<file path="src/rtl/max7219_rx.sv">
// max7219_rx: receive-side model of a cascaded MAX7219 chain.
// Oversamples din/cs/sclk in the clk domain, shifts one 16-bit word per chip
// while cs is low, and on the cs rising edge (LOAD) updates the per-chip
// register file when exactly 16*NCHIP bits arrived.
module max7219_rx #(
   parameter int unsigned NCHIP = 4,
   parameter int unsigned SYNC  = 2
) (
   input  logic                  clk,
   input  logic                  rst_n,
   input  logic                  din,
   input  logic                  cs,
   input  logic                  sclk,
   output logic [64*NCHIP-1:0]   leds,
   output logic [4*NCHIP-1:0]    intensity,
   output logic [3*NCHIP-1:0]    scan_limit,
   output logic [8*NCHIP-1:0]    decode,
   output logic [NCHIP-1:0]      shutdown_n,
   output logic [NCHIP-1:0]      disp_test,
   output logic                  frame_stb,
   output logic                  frame_err,
   output logic [15:0]           bit_count
);

   localparam int unsigned NBITS = 16 * NCHIP;

   typedef enum logic [1:0] {
      ST_IDLE,
      ST_SHIFT,
      ST_LATCH
   } state_e;

   // input synchronisers and edge-detect history
   logic [SYNC-1:0]      din_sync_q, cs_sync_q, sclk_sync_q;
   logic                 cs_prev_q, sclk_prev_q;
   logic [SYNC:0]        live_q;
   logic                 din_s, cs_s, sclk_s;
   logic                 cs_fall, cs_rise, sclk_rise;

   // receive state
   state_e               state_q, state_d;
   logic [NBITS-1:0]     sr_q, sr_d;
   logic [15:0]          cnt_q, cnt_d;
   logic [15:0]          cnt_inc;
   logic [15:0]          bit_count_q, bit_count_d;
   logic                 stb_q, stb_d;
   logic                 err_q, err_d;

   // register file
   logic [64*NCHIP-1:0]  leds_q, leds_d;
   logic [4*NCHIP-1:0]   intensity_q, intensity_d;
   logic [3*NCHIP-1:0]   scan_q, scan_d;
   logic [8*NCHIP-1:0]   decode_q, decode_d;
   logic [NCHIP-1:0]     shdn_q, shdn_d;
   logic [NCHIP-1:0]     test_q, test_d;

   logic [3:0]           addr;
   logic [7:0]           data;

   // The top bit of the chain is only ever the don't-care nibble of the far chip.
   logic                 unused_top;
   assign unused_top = sr_q[NBITS-1];

   // Synchronise the serial lines; live_q marks when the history holds real pin samples.
   always_ff @(posedge clk or negedge rst_n) begin
      if (!rst_n) begin
         din_sync_q  <= '0;
         cs_sync_q   <= '1;
         sclk_sync_q <= '0;
         cs_prev_q   <= 1'b1;
         sclk_prev_q <= 1'b0;
         live_q      <= '0;
      end else begin
         din_sync_q  <= {din_sync_q[SYNC-2:0], din};
         cs_sync_q   <= {cs_sync_q[SYNC-2:0], cs};
         sclk_sync_q <= {sclk_sync_q[SYNC-2:0], sclk};
         cs_prev_q   <= cs_sync_q[SYNC-1];
         sclk_prev_q <= sclk_sync_q[SYNC-1];
         live_q      <= {live_q[SYNC-1:0], 1'b1};
      end
   end

   assign din_s  = din_sync_q[SYNC-1];
   assign cs_s   = cs_sync_q[SYNC-1];
   assign sclk_s = sclk_sync_q[SYNC-1];

   // Edges are suppressed until the reset presets have flushed out, so a cs line
   // held low across reset release does not look like a fresh falling edge.
   assign cs_fall   = live_q[SYNC] &  cs_prev_q & ~cs_s;
   assign cs_rise   = live_q[SYNC] & ~cs_prev_q &  cs_s;
   assign sclk_rise = live_q[SYNC] & ~sclk_prev_q & sclk_s;

   assign cnt_inc = (cnt_q == 16'hFFFF) ? cnt_q : cnt_q + 16'd1;

   // Receive FSM state, shift register, counters and register file.
   always_ff @(posedge clk or negedge rst_n) begin
      if (!rst_n) begin
         state_q     <= ST_IDLE;
         sr_q        <= '0;
         cnt_q       <= '0;
         bit_count_q <= '0;
         stb_q       <= 1'b0;
         err_q       <= 1'b0;
         leds_q      <= '0;
         intensity_q <= '0;
         scan_q      <= '0;
         decode_q    <= '0;
         shdn_q      <= '0;
         test_q      <= '0;
      end else begin
         state_q     <= state_d;
         sr_q        <= sr_d;
         cnt_q       <= cnt_d;
         bit_count_q <= bit_count_d;
         stb_q       <= stb_d;
         err_q       <= err_d;
         leds_q      <= leds_d;
         intensity_q <= intensity_d;
         scan_q      <= scan_d;
         decode_q    <= decode_d;
         shdn_q      <= shdn_d;
         test_q      <= test_d;
      end
   end

   // Next-state: shifting while cs low, word decode on the LATCH cycle.
   always_comb begin
      state_d     = state_q;
      sr_d        = sr_q;
      cnt_d       = cnt_q;
      bit_count_d = bit_count_q;
      stb_d       = 1'b0;
      err_d       = 1'b0;
      leds_d      = leds_q;
      intensity_d = intensity_q;
      scan_d      = scan_q;
      decode_d    = decode_q;
      shdn_d      = shdn_q;
      test_d      = test_q;
      addr        = '0;
      data        = '0;

      case (state_q)
         ST_IDLE: begin
            if (cs_fall) begin
               state_d = ST_SHIFT;
               sr_d    = '0;
               cnt_d   = '0;
               // an sclk edge in the same sample as cs falling is the first bit
               if (sclk_rise) begin
                  sr_d  = {{(NBITS-1){1'b0}}, din_s};
                  cnt_d = 16'd1;
               end
            end
         end

         ST_SHIFT: begin
            if (sclk_rise) begin
               sr_d  = {sr_q[NBITS-2:0], din_s};
               cnt_d = cnt_inc;
            end
            if (cs_rise) begin
               state_d = ST_LATCH;
            end
         end

         ST_LATCH: begin
            state_d     = ST_IDLE;
            bit_count_d = cnt_q;
            if (cnt_q == 16'(NBITS)) begin
               stb_d = 1'b1;
               for (int unsigned k = 0; k < NCHIP; k++) begin
                  addr = sr_q[16*k+8 +: 4];
                  data = sr_q[16*k +: 8];
                  case (addr)
                     4'h9: decode_d[8*k +: 8]    = data;
                     4'hA: intensity_d[4*k +: 4] = data[3:0];
                     4'hB: scan_d[3*k +: 3]      = data[2:0];
                     4'hC: shdn_d[k]             = data[0];
                     4'hF: test_d[k]             = data[0];
                     default: begin
                        for (int unsigned d = 0; d < 8; d++) begin
                           if (addr == 4'(d + 1)) begin
                              leds_d[64*k + 8*d +: 8] = data;
                           end
                        end
                     end
                  endcase
               end
            end else begin
               err_d = 1'b1;
            end
         end

         default: state_d = ST_IDLE;
      endcase
   end

   assign leds       = leds_q;
   assign intensity  = intensity_q;
   assign scan_limit = scan_q;
   assign decode     = decode_q;
   assign shutdown_n = shdn_q;
   assign disp_test  = test_q;
   assign frame_stb  = stb_q;
   assign frame_err  = err_q;
   assign bit_count  = bit_count_q;

endmodule

</file>
<file path="config.mk">
export PLATFORM = sky130hd
export DESIGN_NAME = max7219_rx
export DESIGN_NICKNAME = d
export VERILOG_FILES = /design/src/rtl/max7219_rx.sv
export SDC_FILE = /design/constraint.sdc
export NUM_CORES = 1
export LEC_CHECK = 0
export BUFFER_PORTS_ARGS = -buffer_cell sky130_fd_sc_hd__buf_2
export CORE_MARGIN = 2
export CORE_UTILIZATION = 47
export DETAILED_ROUTE_END_ITERATION = 10
export PLACE_DENSITY = 0.78
export SLEW_MARGIN = 25
export SYNTH_ARGS = -nofsm -noshare
export SYNTH_HDL_FRONTEND = slang
export SYNTH_SLANG_ARGS = --single-unit
</file>
<file path="constraint.sdc">
create_clock -name clk -period 5.4 [get_ports clk]
set_clock_uncertainty 0.05 [all_clocks]
set_input_delay 0 -clock clk [delete_from_list [all_inputs] [get_ports clk]]
set_output_delay 0 -clock clk [all_outputs]
set_load 0.02 [all_outputs]
</file>
==> results of run 1 <==
==> worst paths after layout <==
check,start,endpoint,depth (start not counted)
max,cnt_q[0]$_DFFE_PN0P_,leds[250]$_DFFE_PN0P_,6
min,rst_n,leds[26]$_DFFE_PN0P_,2
max reg2reg,cnt_q[0]$_DFFE_PN0P_,leds[250]$_DFFE_PN0P_,6
min reg2reg,cs_sync_q[0]$_DFF_PN1_,cs_sync_q[1]$_DFF_PN1_,0
max in group asynchronous,rst_n,sr_q[23]$_DFFE_PN0P_,3
min in group clk,din,din_sync_q[0]$_DFF_PN0_,2
==> through the flow <==
stage	instances	setup WS, ns	util, %	total power, mW	hold slack (ns)
floorplan	1151	2.85	-	3.54	-0.346
global placement	1886	1.95	53.8	3.68	0.0175
detailed placement	1886	1.88	53.8	3.69	0.0266
CTS	1970	1.88	58.2	6.89	0.000762
global route	1970	1.68	58.2	7.06	0.0434
finish	1970	1.85	58.2	6.81	-0.0146
==> per-layer routing <==
metal / routed length (µm) / part of all wire [%]
met1: 18900 / 44
met2: 20900 / 48
met3: 2700 / 6.2
met4: 966 / 2.2
met5: 0 / 0
==> critical path, stage by stage (launching register included) <==
cell and delay [ns]:
dfrtp_1 0.42, inv_1 0.13, ha_1 0.17, nor3b_2 0.78
nand3_1 0.68, nor4_4 0.78, mux2_2 0.42
==> where the power goes <==
part / switching [mW] / leakage (nW) / internal [mW]
Sequential: 0.0803 / 5.98 / 3.26
Combinational: 0.215 / 4.62 / 0.0719
Clock: 1.26 / 0.754 / 1.92
Total: 1.56 / 11.4 / 5.25
==> area by class of cell <==
| cell class | count | area share (%) |
|---|---|---|
| flip-flops and latches | 431 | 51.9 |
| multi-input cells | 637 | 29.0 |
| well taps | 461 | 2.77 |
| inverters | 5 | 0.0902 |
| clock inverters | 18 | 0.998 |
| repair buffers | 356 | 8.92 |
| clock buffers | 62 | 6.40 |
==> cells by family after synthesis <==
logic type | synth area share, %
flops | 63.0
mux | 21.4
simple gates | 8.79
compound gates | 4.71
buf+inv | 1.88
fa+ha+maj | 0.146
other cells | 0.0219
==> cells in the mapped netlist (3+ instances only) <==
| library cell | number |
|---|---|
| dfstp_2 | 3 |
| o22a_1 | 4 |
| nand3_1 | 13 |
| nor4_1 | 4 |
| nand2b_1 | 12 |
| nor4_4 | 9 |
| nand4b_1 | 4 |
| nor2_1 | 17 |
| nor2b_1 | 4 |
| and3_1 | 5 |
| inv_1 | 5 |
| a22o_1 | 59 |
| o21ai_0 | 10 |
| mux2_2 | 315 |
| nor3_2 | 5 |
| nor4b_2 | 3 |
| nor4b_4 | 3 |
| a21oi_1 | 7 |
| clkbuf_1 | 71 |
| dfrtp_1 | 428 |
| nand3b_1 | 7 |
| nor3_4 | 11 |
| a31oi_1 | 3 |
| nor3_1 | 14 |
| nand2_1 | 60 |
| mux2_1 | 10 |
| nor4_2 | 5 |
| nand4_1 | 9 |
| buf_2 | 5 |
| and4_1 | 5 |
| or3_1 | 6 |
==> cell usage in the layout, fill, tap and decap left out, drive strengths merged, types with 2 or more instances in the layout <==
master	instances
dfrtp	428
buf	352
mux2	325
clkbuf	62
nand2	60
a22o	59
nor3	30
nor4	18
nor2	17
nand3	14
nand2b	12
nand4	10
o21ai	10
clkinv	9
a21oi	7
nand3b	7
or3	6
inv	6
nor4b	6
and4	5
and3	5
nor2b	4
nand4b	4
o22a	4
bufinv	4
clkinvlp	4
dlygate4sd3	4
a31oi	3
dfstp	3
and2	2
a21o	2
o311ai	2
a221o	2
a211o	2
ha	2
nor3b	2
==> what timing repair did <==
action	CTS	global route
hold buffers	4	0
hold endpoints to repair	107	0
endpoints found under the setup margin	0	0
==> registers in the layout, indices dropped and copies added, names as in the netlist <==
| register | cells |
|---|---|
| cs_sync_q | 2 |
| sclk_prev_q | 1 |
| live_q | 3 |
| frame_err | 1 |
| frame_stb | 1 |
| scan_limit | 12 |
| cs_prev_q | 1 |
| sr_q | 60 |
| bit_count | 16 |
| intensity | 16 |
| cnt_q | 16 |
| decode | 32 |
| shutdown_n | 4 |
| din_sync_q | 2 |
| state_q | 2 |
| disp_test | 4 |
| leds | 256 |
| sclk_sync_q | 2 |
==> load_flow_metrics.sql, run 1 <==
INSERT INTO impl_metrics (metric_group, metric, value, unit) VALUES
('run_status', 'outcome', 'finished, violations left', ''),
('run_status', 'violations', 'hold timing', ''),
('grt', 'initial_antenna_violation_count', '0', ''),
('placement', 'dp.final_hpwl', '29.0', 'mm'),
('grt', 'wire_length_of_the_first_global_routing_pass', '68.9', 'mm'),
('cts', 'cts_setup_buffers', '0', ''),
('timing', 'report.final.setup_viol', '0', ''),
('hold_path', 'worstHoldPathType', 'primary input to async pin', ''),
('drt', 'wl_per_cell', '22.1', 'µm'),
('timing', 'worst-slew-pin-transition', '0.970', 'ns'),
('setup_path', 'worst_ep_required_time', '5.79', 'ns'),
('timing', 'fin_crit', '3.55', 'ns'),
('job', 'cap_violations', '0', ''),
('floorplanning', 'dieWidth', '195', 'µm'),
('finish', 'layout_area_overhead', '21.5', '%'),
('pwr', 'power_leakage', '11.4', 'nW'),
('synth', 'post-synth-top-area-fraction', '62.6', '%'),
('synth', 'synth_sequential_area_ratio', '63.0', '%'),
('drt', 'viasPerCell', '5.63', ''),
('synth', 'synth-warning-count', '0', ''),
('synth', 'yosys_most_used_dff', 'dfrtp_1', ''),
('placement', 'place_area', '19200', 'µm²'),
('finish', 'seq_area', '10800', 'µm²'),
('grt', 'use_met2', '38.6', '%'),
('setup_path', 'timing.critical_path.to_type', 'register', ''),
('cts', 'insertion_delay', '0.56', 'ns'),
('floorplanning', 'floorplan.die_area', '38000', 'µm²'),
('timing', 'finalHoldViolCount', '3', ''),
('finish', 'n_fill_cell', '2847', ''),
('placement', 'placement.io_buffers', '346', ''),
('timing', 'timing.hold.ws', '-0.0146', 'ns'),
('finish', 'final_area', '20800', 'µm²'),
('grt', 'grt_overflow', '0', ''),
('grt', 'gr-usage-met1', '30.7', '%'),
('pwr', 'peakVddDrop', '290', 'µV'),
('grt', 'globalRouteTotalUtil', '23.2', '%'),
('grt', 'grt_max_degree', '126', ''),
('synth', 'number_of_flops_mapped_to_enable_cells_by_yosys', '0', ''),
('finish', 'antennaDiodeCount', '0', ''),
('grt', 'grt_most_used_layer', 'met2', ''),
('timing', 'drv_slew', '0', ''),
('synth', 'synth.top_cells.by_area', 'dfrtp_1 (63%), mux2_2 (21%), a22o_1 (3.0%), clkbuf_1 (1.6%), nand2_1 (1.3%)', ''),
('drt', 'detail-route-antenna-nets', '0', ''),
('setup_path', 'timing.setup.critical_path_class', 'register to register', ''),
('timing', 'crit_share_post_route', '65.7', '%'),
('finish', 'final_layout_size_suffix_gt1_share', '52.2', '%'),
('synth', 'asyncSetResetFlopFracSynth', '100', '%'),
('timing', 'setup_tns_final', '0', 'ns'),
('grt', 'grt.met3_usage', '5.12', '%'),
('timing', 'timing.max_slew.rel_slack', '35.0', '%'),
('timing', 'fmax', '282', 'MHz'),
('timing', 'rsz_0062_raised_after_global_routing', 'false', ''),
('setup_path', 'critical_path_peak_fanout', '11', ''),
('cts', 'post_cts.resized_instances', '0', ''),
('grt', 'via_count_of_the_first_global_routing_pass', '11531', ''),
('cts', 'cts_root_buffer', 'clkbuf_16', ''),
('cts', 'cts.reportedPaths.clkPinSlew', '0.06', 'ns'),
('synth', 'synth.avg_cell_area', '14.9', 'µm²'),
('drt', 'drt_pass1_iterations', '5', ''),
('placement', 'place_congestion', '0.884', ''),
('cts', 'tritoncts_clock_tree', 'built', ''),
('finish', 'design.final.nets', '1483', ''),
('cts', 'clock_tree.htree_level_count', '2', ''),
('synth', 'syn-instance-count', '1151', ''),
('floorplanning', 'chipHeight', '195', 'µm'),
('cts', 'cts_sinks', '431', ''),
('floorplanning', 'floorplan.initialDensity', '47.9', '%'),
('synth', 'synth.distinct_cells', '59', ''),
('synth', 'yosys.area.top_type', 'dfrtp_1', ''),
('synth', 'synth.net_count', '1158', ''),
('setup_path', 'worst_setup_slack_for_register_to_register_paths', '1.85', 'ns'),
('synth', 'mapped_cell_area', '17100', 'µm²'),
('floorplanning', 'std_cell_rows', '69', ''),
('finish', 'multi_input_area', '6030', 'µm²'),
('pwr', 'p_per_area', '327', 'nW/µm²'),
('cts', 'clock_path_buffers', '3', ''),
('drt', 'dr_total_vias', '11083', ''),
('setup_path', 'timing.critical_path.arrival', '3.94', 'ns'),
('floorplanning', 'floorplan.io_pins', '347', ''),
('drt', 'wl', '43.5', 'mm'),
('cts', 'cts-buffers-inserted', '45', ''),
('drt', 'post-route-drc-count', '0', ''),
('synth', 'ys_ff_latch', '431', ''),
('setup_path', 'cp-start-kind', 'register', ''),
('floorplanning', 'floorplan.core_area', '35700', 'µm²'),
('drt', 'detailedRoute.firstIterationViolations', '620', '');
No activity file was read; power rests on OpenSTA's default activity.
==> run 2, diff against run 1 <==
==> constraint.sdc (replaced) <==
create_clock -name clk -period 3.35 [get_ports clk]
set_clock_uncertainty 0.05 [all_clocks]
set_input_delay 0 -clock clk [delete_from_list [all_inputs] [get_ports clk]]
set_output_delay 0 -clock clk [all_outputs]
set_load 0.02 [all_outputs]
==> run 2 against run 1 <==
The run now ends clean. Combinational power grew 67%. Non-clock buffer count is 19 higher. Via count decreased by 0.42%. Critical path depth fell by 1. Final area grew 0.96%. Sequential share of layout area decreased by 0.49 points. Flip-flop and latch count is the same. Die area unchanged.
==> load_flow_metrics.sql, run 2 (synthesis results as in run 1) <==
INSERT INTO impl_metrics (metric_group, metric, value, unit) VALUES
('setup_path', 'delay_of_the_slowest_critical_path_stage', '0.64', 'ns'),
('setup_path', 'cp_cell_sequence', 'nor4b_2 -> nand4_4 -> buf_12 -> nor4_4 -> mux2_2', ''),
('setup_path', 'timing.critical_path.max_delay_family', 'simple AND/OR/NAND/NOR gates', ''),
('drt', 'dr_total_vias', '11037', ''),
('finish', 'most_frequent_standard_cell_in_the_layout_excluding_fill_and_tap_cells', 'dfrtp_1', ''),
('cts', 'cts_root_buffer', 'clkbuf_16', ''),
('setup_path', 'cp.depth', '5', ''),
('timing', 'fmax', '344', 'MHz'),
('grt', 'via_count_of_the_first_global_routing_pass', '11479', ''),
('finish', 'design.final.nets', '1502', ''),
('finish', 'finalCoreUtilization', '58.8', '%'),
('floorplanning', 'floorplan.initialDensity', '47.9', '%'),
('drt', 'post-route-drc-count', '0', ''),
('setup_path', 'timing.critical_path.arrival', '3.30', 'ns'),
('timing', 'drv_slew', '0', ''),
('floorplanning', 'chipHeight', '195', 'µm'),
('floorplanning', 'floorplan.die_area', '38000', 'µm²'),
('run_status', 'outcome', 'completed', ''),
('hold_path', 'hold-path-cell-count', '2', ''),
('pwr', 'peakVddDrop', '369', 'µV'),
('drt', 'detail-route-antenna-nets', '0', ''),
('job', 'cap_violations', '0', ''),
('drt', 'wl', '43.5', 'mm'),
('setup_path', 'crit_slowest_cell', 'nor4_4', ''),
('setup_path', 'worst_ep_required_time', '3.74', 'ns'),
('floorplanning', 'floorplan.io_pins', '347', ''),
('setup_path', 'cp_num_buf_inv', '1', ''),
('finish', 'antennaDiodeCount', '0', ''),
('floorplanning', 'floorplan.core_area', '35700', 'µm²'),
('cts', 'cts_sinks', '431', ''),
('grt', 'grt_overflow', '0', ''),
('cts', 'cts.reportedPaths.clkPinSlew', '0.06', 'ns'),
('cts', 'clock_path_buffers', '3', ''),
('grt', 'initial_antenna_violation_count', '0', ''),
('timing', 'fin_crit', '2.91', 'ns'),
('pwr', 'power_leakage', '11.5', 'nW'),
('timing', 'rsz_0062_raised_after_global_routing', 'false', ''),
('timing', 'report.final.setup_viol', '0', ''),
('drt', 'wl_per_cell', '21.8', 'µm'),
('setup_path', 'critical_path_peak_fanout', '13', ''),
('pwr', 'p_per_area', '522', 'nW/µm²'),
('setup_path', 'cp-start-kind', 'register', ''),
('floorplanning', 'dieWidth', '195', 'µm'),
('hold_path', 'worstHoldPathType', 'primary input to register', ''),
('cts', 'insertion_delay', '0.56', 'ns'),
('setup_path', 'timing.setup.critical_path_class', 'register to register', ''),
('timing', 'setup_tns_final', '0', 'ns'),
('timing', 'worst-slew-pin-transition', '1.02', 'ns'),
('drt', 'detailedRoute.firstIterationViolations', '570', ''),
('finish', 'most-common-layout-cells', 'dfrtp_1 (428), buf_2 (345), mux2_2 (315)', ''),
('finish', 'final_layout_size_suffix_gt1_share', '52.5', '%'),
('placement', 'placement.io_buffers', '346', ''),
('cts', 'tritoncts_clock_tree', 'built', ''),
('finish', 'layout_area_overhead', '22.7', '%'),
('grt', 'globalRouteTotalUtil', '23.1', '%'),
('cts', 'cts-buffers-inserted', '45', ''),
('drt', 'viasPerCell', '5.54', ''),
('timing', 'crit_share_post_route', '86.8', '%'),
('finish', 'number_of_flip_flops_in_the_largest_register', '256', ''),
('placement', 'place_congestion', '0.869', ''),
('floorplanning', 'std_cell_rows', '69', ''),
('timing', 'finalHoldViolCount', '0', ''),
('cts', 'clock_tree.htree_level_count', '2', ''),
('timing', 'timing.max_slew.rel_slack', '31.4', '%'),
('cts', 'cts_setup_buffers', '0', ''),
('setup_path', 'reg2regPathDepth', '5', ''),
('grt', 'wire_length_of_the_first_global_routing_pass', '68.8', 'mm'),
('grt', 'grt_max_degree', '117', ''),
('drt', 'drt_pass1_iterations', '6', ''),
('placement', 'dp.final_hpwl', '29.1', 'mm'),
('setup_path', 'timing.critical_path.to_type', 'register', '');
run 2: cell types whose count changed in the layout (fill, tap and decap cells not counted), sizes merged:
cell / before / now
dlygate4sd3: 4 / 5
buf: 352 / 370
clkbuf: 62 / 71
bufinv: 4 / 2
clkinv: 9 / 5
clkinvlp: 4 / 3
run 2: final timing paths:
check / from / end / slack, ns
setup / recovery: cnt_q[5]$_DFFE_PN0P_ / leds[69]$_DFFE_PN0P_ / 0.44
hold / removal: sclk / sclk_sync_q[0]$_DFF_PN0_ / 0.04
setup reg to reg: cnt_q[5]$_DFFE_PN0P_ / leds[69]$_DFFE_PN0P_ / 0.44
hold reg to reg: live_q[0]$_DFF_PN0_ / live_q[1]$_DFF_PN0_ / 0.29
max in group asynchronous: rst_n / leds[107]$_DFFE_PN0P_ / 2.10
min in group asynchronous: rst_n / leds[12]$_DFFE_PN0P_ / 0.54
run 2: report_power, final:
group          switching [mW]  leakage [nW]  internal (mW)
registers               0.137          5.98           5.26
clock network            2.03         0.751           3.05
logic                   0.345          4.73          0.135
total                    2.51          11.5           8.45
run 2: final cells by class:
class                           instances  area [µm²]
Clock buffer                           71        1420
Clock inverter                         11         120
Fill cell                            2818       14700
Inverter                                5        18.8
Multi-Input combinational cell        637        6030
Sequential cell                       431       10800
Tap cell                              461         577
Timing Repair Buffer                  375        2060
run 2: layer usage:
metal / GRT usage (%) / part of all wire [%] / wire length, µm / up-vias
met2: 37.6 / 48 / 20700 / 380
met4: 7.49 / 2.6 / 1140 / 0
met5: 0 / 0 / 0 / -
li1: - / - / - / 4841
met1: 30.7 / 43 / 18600 / 5745
met3: 5.74 / 7.0 / 3030 / 71
run 2: worst register-to-register path: stages (launching register included):
cell and delay (ns):
dfrtp_1 0.47, nor4b_2 0.61, nand4_4 0.32, buf_12 0.27, nor4_4 0.65, mux2_2 0.42
run 2: per-stage QoR:
step	setup WS, ns	std cells	cell area [µm²]	total power, mW	hold WS, ns
floorplan	0.800	1151	17100	5.70	-0.346
global placement	0.517	1903	19400	5.95	-0.149
detailed placement	0.431	1903	19400	5.98	-0.149
CTS	0.435	1991	21000	11.1	0.00650
global route	0.204	1991	21000	11.4	0.0122
finish	0.441	1991	21000	11.0	0.0427
run 2: what timing repair did:
item	in CTS	in global routing
hold buffers	6	0
gates resized for setup	0	0
hold endpoints to repair	431	0
